## config.mk

```make
export PLATFORM = sky130hd
export DESIGN_NAME = memory_access_stage
export DESIGN_NICKNAME = d
export VERILOG_FILES = /design/src/rtl/memory_access_stage.sv
export SDC_FILE = /design/constraint.sdc
export NUM_CORES = 1
export LEC_CHECK = 0
export ABC_CLOCK_PERIOD_IN_PS = 3600
export BUFFER_PORTS_ARGS = -buffer_cell sky130_fd_sc_hd__buf_2
export CAP_MARGIN = 25
export CELL_PAD_IN_SITES_DETAIL_PLACEMENT = 1
export CELL_PAD_IN_SITES_GLOBAL_PLACEMENT = 1
export CORE_MARGIN = 4
export CORE_UTILIZATION = 30
export DETAILED_ROUTE_END_ITERATION = 16
export PLACE_DENSITY = 0.95
export SYNTH_ARGS = -nofsm -noshare
export SYNTH_HDL_FRONTEND = slang
export SYNTH_SLANG_ARGS = --single-unit
```

## constraint.sdc

```tcl
create_clock -name clk -period 3.6 [get_ports clk]
set_input_delay 0.36 -clock clk [delete_from_list [all_inputs] [get_ports clk]]
set_output_delay 0.36 -clock clk [all_outputs]
set_load 0.005 [all_outputs]
```

## src/rtl/memory_access_stage.sv

```systemverilog
// RV32I MEM stage: data-memory req/ack handshake, store byte lanes, load extension and MEM/WB register.
// Defining MISALIGN_TRAP_EN enables the misaligned-access trap; otherwise offsets are truncated.
module memory_access_stage #(
    parameter int DataWidth = 32
) (
    input  logic                 clk,
    input  logic                 reset,
    input  logic                 ex_valid,
    input  logic                 mem_read,
    input  logic                 mem_write,
    input  logic [2:0]           funct3,
    input  logic [1:0]           mem_to_reg,
    input  logic                 reg_write,
    input  logic [4:0]           rd_addr,
    input  logic [DataWidth-1:0] alu_out,
    input  logic [DataWidth-1:0] store_data,
    input  logic [DataWidth-1:0] next_sel_address,
    output logic                 dmem_req,
    output logic                 dmem_we,
    output logic [DataWidth-1:0] dmem_addr,
    output logic [DataWidth-1:0] dmem_wdata,
    output logic [3:0]           dmem_wmask,
    input  logic                 dmem_ack,
    input  logic [DataWidth-1:0] dmem_rdata,
    output logic                 stall,
    output logic                 misalign,
    output logic                 wb_valid,
    output logic                 wb_reg_write,
    output logic [1:0]           wb_mem_to_reg,
    output logic [4:0]           wb_rd_addr,
    output logic [DataWidth-1:0] wb_alu_out,
    output logic [DataWidth-1:0] wb_data_mem_out,
    output logic [DataWidth-1:0] wb_next_sel_address
);

    typedef enum logic [0:0] {
        IDLE = 1'b0,
        WAIT = 1'b1
    } state_t;

    state_t state_q, state_d;

    logic                 wb_valid_q, wb_valid_d;
    logic                 wb_reg_write_q, wb_reg_write_d;
    logic [1:0]           wb_mem_to_reg_q, wb_mem_to_reg_d;
    logic [4:0]           wb_rd_addr_q, wb_rd_addr_d;
    logic [DataWidth-1:0] wb_alu_out_q, wb_alu_out_d;
    logic [DataWidth-1:0] wb_data_mem_out_q, wb_data_mem_out_d;
    logic [DataWidth-1:0] wb_next_sel_address_q, wb_next_sel_address_d;

    logic                 mem_op;
    logic                 is_store;
    logic                 in_idle;
    logic                 trap;
    logic                 issue;
    logic                 req;
    logic                 complete;
    logic                 wb_load;
    logic [1:0]           off;
    logic [DataWidth-1:0] load_data;

    function automatic logic [3:0] store_mask(input logic [1:0] size, input logic [1:0] o);
        case (size)
            2'b00:   store_mask = 4'b0001 << o;
            2'b01:   store_mask = 4'b0011 << {o[1], 1'b0};
            default: store_mask = 4'b1111;
        endcase
    endfunction

    function automatic logic [31:0] store_format(input logic [1:0] size, input logic [31:0] data);
        case (size)
            2'b00:   store_format = {4{data[7:0]}};
            2'b01:   store_format = {2{data[15:0]}};
            default: store_format = data;
        endcase
    endfunction

    // Halfword lane selection uses off[1] only, so a truncated offset falls out naturally.
    function automatic logic [31:0] load_extend(input logic [2:0] f3, input logic [1:0] o,
                                                input logic [31:0] rdata);
        logic [31:0]        byte_sh;
        logic [31:0]        half_sh;
        logic signed [7:0]  byte_s;
        logic signed [15:0] half_s;
        byte_sh = rdata >> {o, 3'b000};
        half_sh = rdata >> {o[1], 4'b0000};
        byte_s  = byte_sh[7:0];
        half_s  = half_sh[15:0];
        case (f3)
            3'b000:  load_extend = 32'(byte_s);
            3'b001:  load_extend = 32'(half_s);
            3'b100:  load_extend = {24'd0, byte_sh[7:0]};
            3'b101:  load_extend = {16'd0, half_sh[15:0]};
            default: load_extend = rdata;
        endcase
    endfunction

`ifdef MISALIGN_TRAP_EN
    function automatic logic is_misaligned(input logic [1:0] size, input logic [1:0] o);
        case (size)
            2'b00:   is_misaligned = 1'b0;
            2'b01:   is_misaligned = o[0];
            default: is_misaligned = (o != 2'b00);
        endcase
    endfunction
`endif

    assign off      = alu_out[1:0];
    assign mem_op   = ex_valid & (mem_read | mem_write);
    assign is_store = mem_write & ~mem_read;
    assign in_idle  = (state_q == IDLE);

`ifdef MISALIGN_TRAP_EN
    assign trap = in_idle & mem_op & is_misaligned(funct3[1:0], off);
`else
    assign trap = 1'b0;
`endif

    // In WAIT the upstream holds its inputs, so the request fields stay stable combinationally.
    assign issue    = in_idle & mem_op & ~trap;
    assign req      = issue | (state_q == WAIT);
    assign complete = req & dmem_ack;
    assign wb_load  = (in_idle & ~mem_op) | trap | complete;

    assign dmem_req   = req;
    assign dmem_we    = req & is_store;
    assign dmem_addr  = req ? {alu_out[DataWidth-1:2], 2'b00} : '0;
    assign dmem_wmask = (req & is_store) ? store_mask(funct3[1:0], off) : 4'b0000;
    assign dmem_wdata = (req & is_store) ? store_format(funct3[1:0], store_data) : '0;
    assign stall      = req & ~dmem_ack;
    assign misalign   = trap;

    assign load_data = load_extend(funct3, off, dmem_rdata);

    always_comb begin
        state_d               = state_q;
        wb_valid_d            = 1'b0;
        wb_reg_write_d        = wb_reg_write_q;
        wb_mem_to_reg_d       = wb_mem_to_reg_q;
        wb_rd_addr_d          = wb_rd_addr_q;
        wb_alu_out_d          = wb_alu_out_q;
        wb_data_mem_out_d     = wb_data_mem_out_q;
        wb_next_sel_address_d = wb_next_sel_address_q;

        if (in_idle) begin
            if (issue && !dmem_ack) begin
                state_d = WAIT;
            end
        end else if (dmem_ack) begin
            state_d = IDLE;
        end

        if (wb_load) begin
            wb_valid_d            = ex_valid | (state_q == WAIT);
            wb_reg_write_d        = reg_write & ~trap;
            wb_mem_to_reg_d       = mem_to_reg;
            wb_rd_addr_d          = rd_addr;
            wb_alu_out_d          = alu_out;
            wb_next_sel_address_d = next_sel_address;
            wb_data_mem_out_d     = (mem_op & mem_read & ~trap) ? load_data : '0;
        end
    end

    always_ff @(posedge clk) begin
        if (reset) begin
            state_q               <= IDLE;
            wb_valid_q            <= 1'b0;
            wb_reg_write_q        <= 1'b0;
            wb_mem_to_reg_q       <= 2'b00;
            wb_rd_addr_q          <= 5'd0;
            wb_alu_out_q          <= '0;
            wb_data_mem_out_q     <= '0;
            wb_next_sel_address_q <= '0;
        end else begin
            state_q               <= state_d;
            wb_valid_q            <= wb_valid_d;
            wb_reg_write_q        <= wb_reg_write_d;
            wb_mem_to_reg_q       <= wb_mem_to_reg_d;
            wb_rd_addr_q          <= wb_rd_addr_d;
            wb_alu_out_q          <= wb_alu_out_d;
            wb_data_mem_out_q     <= wb_data_mem_out_d;
            wb_next_sel_address_q <= wb_next_sel_address_d;
        end
    end

    assign wb_valid            = wb_valid_q;
    assign wb_reg_write        = wb_reg_write_q;
    assign wb_mem_to_reg       = wb_mem_to_reg_q;
    assign wb_rd_addr          = wb_rd_addr_q;
    assign wb_alu_out          = wb_alu_out_q;
    assign wb_data_mem_out     = wb_data_mem_out_q;
    assign wb_next_sel_address = wb_next_sel_address_q;

endmodule

```

---- After elaboration in Yosys (flattened, before gate mapping) ----
Cells that the tools add are included.
storage, ports and cells
  output and inout bits ................... 177
  register bits ........................... 106
operators by class
  reduce and logical (&&, ||, !) cells .... 5
  equality and inequality tests ........... 4
  shifts and indexed selects .............. 4
  bitwise gates (word level) .............. 17
  muxes and demuxes ....................... 10
operator list
  operator                                                               number
  32-bit case mux with 4 select lines                                    1
  32-bit two-way mux                                                     3
  32-bit case mux with 2 select lines                                    1
  32-bit by 5-bit >> shifter with 16-bit output                          1
  32-bit by 5-bit >> shifter with 8-bit output                           1
  1-bit bitwise AND                                                      8
  4-bit case mux with 2 select lines                                     1
  3-bit equality test, second input constant                             2
  1-bit NOT                                                              5
  4-bit two-way mux                                                      1
  1-bit bitwise OR                                                       4
  1-bit by 2-bit << shifter with 4-bit output, first input constant      1
  2-bit by 2-bit << shifter with 4-bit output, first input constant      1
  3-bit by 1-bit equality test with 1-bit output, second input constant  1
  3-bit logical NOT                                                      1
  1-bit two-way mux                                                      3
  2-bit by 1-bit equality test with 1-bit output, second input constant  1
  2-bit logical NOT                                                      1
  2-bit OR reduction                                                     1
  1-bit logical AND                                                      1
  1-bit logical NOT                                                      1

---- Longest topological paths before layout ----
Gate-level depths: netlist of run 1.
  depth after elaboration ................. 8
  mapped depth ............................ 8
  mapped depth without buffers ............ 5

---- Least setup slack after synthesis of run 1 ----
OpenSTA, ideal clock, no wires.
  path type ............................... input port to output port
  start point ............................. input port ex_valid
  end point ............................... output port dmem_wdata[15]
  buffers on the path ..................... 2
  path slack .............................. 1.837 ns
  stages on the path ...................... 5
  arrival time ............................ 1.403 ns
  cell sequence ........................... nor2_1 -> or3b_2 -> clkbuf_1 -> clkbuf_1 -> a21oi_1
on the way
  longest elaborated chain between the ends .. 5
RTL lines
  what                RTL line  text
  from (decl)         8         input logic ex_valid,
  1-bit bitwise AND   109       assign mem_op = ex_valid & (mem_read | mem_write);
  1-bit bitwise AND   120       assign issue = in_idle & mem_op & ~trap;
  1-bit bitwise OR    121       assign req = issue | (state_q == WAIT);
  1-bit bitwise AND   129       assign dmem_wdata = (req & is_store) ? store_format(funct3[1:0], store_data) : '0;
  32-bit two-way mux  129
  to (decl)           21        output logic [DataWidth-1:0] dmem_wdata,
Every way passes these cells.

---- Final worst setup path of run 1 ----
  start point ............................. register state_q
  end point ............................... output port stall
on the way
  longest elaborated chain between the ends .. 4
RTL lines
  what                    RTL line  text
  from (decl)             41        state_t state_q, state_d;
  from (signal assigned)  175       state_q <= state_d;
  1-bit NOT               111       assign in_idle = (state_q == IDLE);
  1-bit bitwise AND       120
  1-bit bitwise OR *      121
  1-bit bitwise AND *     130       assign stall = req & ~dmem_ack;
  to (decl)               25        output logic stall,
Every way passes the cells marked *; elsewhere a longest branch is shown, timed or not.

==> flow_summary.toml, run 1 <==
[grt]
grt_use_met1_pct = 23.8
grt_max_degree = 52
grt_pass1_vias = 5586
grt_pass1_wl_um = 30200
grt_use_total_pct = 20.7
antenna_found_initial = 0
busiest_layer = "met2"
grt_use_met3_pct = 5.66
grt_overflow_total = 0
grt_util_met2_pct = 36.7

[yosys]
synth_compound_area_share_pct = 21.5
synthSimpleGateAreaFrac_pct = 25.0
yosys.area_share.adder_pct = 0
synthTopCellsByArea = "dfxtp_1 44%, nand2_1 13%, a21oi_1 10%"
yosys_warnings = 0
synth_top_family_by_area = "simple AND/OR/NAND/NOR gates"
avgSynthCellArea_um2 = 7.72
synth_area_mm2 = 0.00484
ys_dominant_reg_cell = "dfxtp_1"
synthMuxAreaShare_pct = 3.77
yosysUniqueCellTypes = 34
synthCells = 627
yosysTopAreaCell = "dfxtp_1"
synth-xor-area-share_pct = 0
ys_seq_elements = 106
synth-edff-count = 0
synthArstFlopShare_pct = 0
synth_common_cells = "162 x nand2_1, 106 x dfxtp_1, 98 x a21oi_1"
synth-seq-area-share_pct = 43.8
yosysTopAreaCellShare_pct = 43.8
synth_most_common_cell = "nand2_1"

[sta]
slew_viol_final = 0
relSlewSlack_pct = 35.7
fin_crit_ps = 2780
rsz0062_at_grt = "no"
finalSetupViolCount = 0
hold_viol_final = 0
worstMarginPinSlew_ps = 963
finalCritPeriodShare_pct = 77.1
fin_skew_ps = 12.7
fin_tns_setup_ps = 0
timing.fmax_mhz = 360
finalHoldWorstSlack_ps = 240

[routing]
dr.pass1.iters = 4
vias_per_cell = 4.96
drt-initial-drc-count = 189
drc = 0
ant_nets = 0
routed_wl_um = 19900
via_count = 5615
wl_per_cell_um = 17.6

[clocking]
postCtsHoldBufs = 0
cts_setup_buffers = 0
cts.sinks = 106
cts_max_level = 3
post_cts_resized = 0
clk_path_buf_depth = 2
clock_insertion_delay_worst_skew_ps = 350
cts_tree = "done"
cts.clk_slew.worst_paths_ps = 90
clockRootBuffer = "clkbuf_16"
cts_made_buffers = 9

[setup_path]
max_stage_delay_ps = 780
critPathLaunchType = "flop"
crit_type = "flop to output port"
cp_max_fo = 35
crit_slowest_cell = "or3_2"
endpoint_kind = "output port"
r2r-start = "state_q"
cp.arrival_ps = 2420
path_depth = 4
crit_buf_inv = 2
worst_r2r_endpoint = "wb_next_sel_address[7]"
crit_required_ps = 3240
r2r_slack_ps = 1150
crit_family = "simple AND/OR/NAND/NOR gates"
reg2reg_depth = 6
path_cells = "nor2_1, or3_2, inv_2, buf_2"

[cells_and_area]
drive_above_1_share_pct = 38.3
n_antenna_cell = 0
synthToLayoutAreaGrowth_pct = 41.2
fin_nets = 1057

[pwr]
p_per_area_mw_per_mm2 = 410
power.internal_mw = 2.00
vdd_ir_drop_max_v = 0.000320
pwr-share-seq_pct = 45.3
combPwrFrac_pct = 17.5
clkPwrFrac_pct = 37.3
sw_frac_of_total_pct = 28.6
p_switching_uw = 800
p_leak_nw = 3.52

[status]
status = "finished, final reports clean"

[floorplan]
floorplan.die_area_mm2 = 0.0182
pin_count = 322
initial_utilization_pct = 30.6
die_h_um = 135
core_mm2 = 0.0158
rows = 46
die_w_um = 135

[placement]
port_buffers = 318
gp_congestion = 0.869
hpwl_um = 15600

[run]
max_cap_viol_count = 0

[worst_hold_path]
min_path_cells = 3
hold_end = "wb_next_sel_address[9]"
hold_path_class = "input port to flop"
hp-start = "next_sel_address[9]"
per-stage QoR:
step | util [%] | instances | total power [mW] | area (um2) | worst slack (ps)
after CTS | 43.2 | 1133 | 2.83 | 6830 | 766
after floorplan | - | 629 | 1.53 | 4850 | 1840
after global routing | 43.2 | 1133 | 2.94 | 6830 | 649
after detailed placement | 41.2 | 1117 | 1.79 | 6520 | 1000
final | 43.2 | 1133 | 2.80 | 6830 | 823
after global placement | 41.2 | 1117 | 1.77 | 6520 | 1080
cells by family (layout without fill, tap and decap cells):
logic type	after synthesis	after routing
AOI/OAI and AO/OA	168	168
buffers and inverters	58	346
DFF	106	106
muxes	18	18
other	1	3
and+or+nand+nor	276	276
layout make-up:
| cell class | count | area [um2] |
|---|---|---|
| Multi-Input combinational cell | 465 | 2450 |
| Clock inverter | 7 | 87.6 |
| Timing Repair Buffer | 325 | 1660 |
| Fill cell | 2049 | 8990 |
| Sequential cell | 106 | 2120 |
| Inverter | 5 | 18.8 |
| Tap cell | 216 | 270 |
| Clock buffer | 9 | 225 |
worst min-delay path: cells and delay by family:
family          cells  cell delay (ps)
buf+inv             1               90
simple gates        1               50
compound gates      1               50
how the worst max path moves through the flow:
stage | startpoint | to | slack (ps)
after CTS | state_q | stall | 770
final | state_q | stall | 820
after floorplan | ex_valid | dmem_wdata[15] | 1840
after global placement | ex_valid | stall | 1080
after global routing | state_q | stall | 650
after detailed placement | ex_valid | wb_next_sel_address[7] | 1000
layer usage:
layer | share of wire, % | vias up
li1 | - | 2688
met1 | 40 | 2651
met2 | 50 | 237
met3 | 7.7 | 39
met4 | 2.6 | 0
met5 | 0 | -
power groups by stage:
stage | registers, mW | clock network, mW | logic [mW]
floorplan | 1.30 | 0 | 0.227
CTS | 1.27 | 1.07 | 0.493
global route | 1.28 | 1.12 | 0.542
detailed placement | 1.29 | 0 | 0.492
global placement | 1.29 | 0 | 0.476
finish | 1.27 | 1.04 | 0.489
cells in the final DEF (no fill, tap or decap), types with 8 or more instances in the layout:
cell type	instances
clkbuf_16	9
and2_1	8
nand2_1	162
dfxtp_1	106
o21ai_0	19
a221o_1	16
o2bb2ai_1	9
mux2i_1	16
nor2b_1	41
buf_2	318
or3_1	8
a21oi_1	98
nor2_1	47
Power figures use the tool's default switching activity.
==> run 2, diff against run 1 <==
ABC_AREA = 1   (was unset)
ABC_CLOCK_PERIOD_IN_PS = 2440   (was 3600)
CORE_UTILIZATION = 25   (was 30)
PLACE_DENSITY = 0.88   (was 0.95)
clock period = 2.44 ns   (was 3.6 ns; I/O delays follow)
==> run 2 against run 1 <==
  * Global-route usage fell by 3.6 points
  * Via count rose by 3.0%
  * Final cell count rose by 15%
  * Highest routed layer unchanged
  * Critical endpoint is now dmem_wdata[31]
==> flow_summary.toml, run 2 <==
[clocking]
clk_path_buf_depth = 2
post_cts_resized = 0
cts_max_level = 3
cts.sinks = 106
cts_made_buffers = 9
cts_setup_buffers = 0
postCtsHoldBufs = 0
clock_insertion_delay_worst_skew_ps = 350
cts_tree = "done"
clockRootBuffer = "clkbuf_16"
cts.clk_slew.worst_paths_ps = 80

[placement]
hpwl_um = 15800
dp_slack_ps = 562
port_buffers = 318
placedCellCount = 1292
postPlaceCellArea_mm2 = 0.00675
gp_congestion = 0.899

[cells_and_area]
utilization_pct = 36.1
finish.instance_area_mm2 = 0.00704
drive_above_1_share_pct = 36.9
nFillCells = 2604
final_cells = 1308
mostFrequentLayoutCells = "318 x buf_2, 223 x nand2_1, 115 x nor2_1"
ff_latch_area_mm2 = 0.00212
final_common_cell = "buf_2"
synthToLayoutAreaGrowth_pct = 41.6
fin_nets = 1183
multi_input_area_mm2 = 0.00234
n_antenna_cell = 0

[routing]
via_count = 5781
drc = 0
dr.pass1.iters = 4
ant_nets = 0
wl_per_cell_um = 15.0
vias_per_cell = 4.42
drt-initial-drc-count = 190
routed_wl_um = 19600

[yosys]
synthCells = 741
synthArstFlopShare_pct = 0
synth_most_common_cell = "nand2_1"
ys_dominant_reg_cell = "dfxtp_1"
yosysTopAreaCellShare_pct = 42.7
synthTopCellsByArea = "dfxtp_1 43%, nand2_1 17%, nor2_1 8.7%"
synth-edff-count = 0
synth_common_cells = "223 x nand2_1, 115 x nor2_1, 106 x dfxtp_1"
yosysTopAreaCell = "dfxtp_1"
avgSynthCellArea_um2 = 6.71
yosysUniqueCellTypes = 29
synth_area_mm2 = 0.00497
yosys_warnings = 0
ys_seq_elements = 106
synth-seq-area-share_pct = 42.7

[sta]
rsz0062_at_grt = "no"
fin_ws_ps = 549
timing.fmax_mhz = 529
fin_crit_ps = 1890
worstMarginPinSlew_ps = 607
hold_viol_final = 0
finalSetupViolCount = 0
fin_tns_setup_ps = 0
fin_skew_ps = 5.78
finalHoldWorstSlack_ps = 105
slew_viol_final = 0
finalCritPeriodShare_pct = 77.5
relSlewSlack_pct = 59.1

[run]
max_cap_viol_count = 0

[pwr]
power_mw = 4.05
p_leak_nw = 4.06
p_per_area_mw_per_mm2 = 575
vdd_ir_drop_max_v = 0.000305

[setup_path]
path_cells = "buf_2, buf_4, nor2_1, inv_1, nor2_1, nor4_1, buf_2"
crit_required_ps = 2200
cp.arrival_ps = 1650
r2r-start = "state_q"
worstSetupEndpoint = "dmem_wdata[31]"
reg2reg_depth = 7
cp_max_fo = 18
max_stage_delay_ps = 300
critPathLaunchType = "input port"
crit_start = "funct3[1]"
worst_r2r_endpoint = "wb_next_sel_address[13]"
r2r_slack_ps = 820
crit_slowest_cell = "buf_4"
endpoint_kind = "output port"
path_depth = 7
crit_buf_inv = 4
crit_family = "buffers and inverters"
crit_type = "input port to output port"

[grt]
grt_overflow_total = 0
grt_pass1_vias = 5981
antenna_found_initial = 0
grt_pass1_wl_um = 30500
grt_use_total_pct = 17.1
grt_max_degree = 54

[worst_hold_path]
hold_path_class = "input port to flop"

[floorplan]
rows = 51
pin_count = 322
initial_utilization_pct = 25.5
die_h_um = 149
die_w_um = 149
floorplan.die_area_mm2 = 0.0222
core_mm2 = 0.0195

[status]
status = "finished, final reports clean"
## run 2: cell count changes in the layout (fill, tap and decap cells not counted), sizes merged, moves of 40 or more
cell	change
nor2b	-41
o21ai	+40
nand2	+69
a21oi	-79
nor2	+68
nand3	+68
inv	+67
## run 2: kinds of logic (layout without fill, tap and decap cells)
kind of cell | Yosys count | count (layout) | synth area share, %
DFF | 106 | 106 | 42.7
and+or+nand+nor | 431 | 431 | 37.3
other | 1 | 3 | 0.0754
buffers and inverters | 115 | 415 | 10.4
AOI/OAI and AO/OA | 88 | 88 | 9.54
## run 2: worst min-delay path by stage
stage / start / end / slack (ps) / depth (start not counted)
after CTS: next_sel_address[12] / wb_next_sel_address[12] / 90 / 3
after detailed placement: wb_rd_addr[2] / wb_rd_addr[2] / 430 / 2
after floorplan: ex_valid / wb_valid / 380 / 2
after global routing: next_sel_address[0] / wb_next_sel_address[0] / 80 / 3
after global placement: wb_next_sel_address[9] / wb_next_sel_address[9] / 420 / 2
final: next_sel_address[12] / wb_next_sel_address[12] / 100 / 3
## run 2: area by class of cell
cell class,instances,share of cell area [%]
multi-input cells,522,33.2
inverters,70,3.77
repair buffers,329,24.0
clock buffers,9,3.20
clock inverters,7,0.995
flip-flops and latches,106,30.1
well taps,265,4.71
## run 2: power breakdown
group,internal [mW],switching [mW],leakage [nW]
clock,0.723,0.742,0.142
combinational,0.297,0.415,3.05
sequential,1.83,0.0468,0.873
## run 2: routing by layer
metal	global-route usage [%]	vias up	share of wire, %
li1	-	2884	-
met1	19.7	2676	40
met2	30.1	189	50
met3	5.41	32	7.8
met4	5.63	0	2.2
met5	0	-	0
## run 2: worst min-delay path, cell delays in order
cell     delay (ps)
buf_2            80
nand3_1          60
nand2_1          60
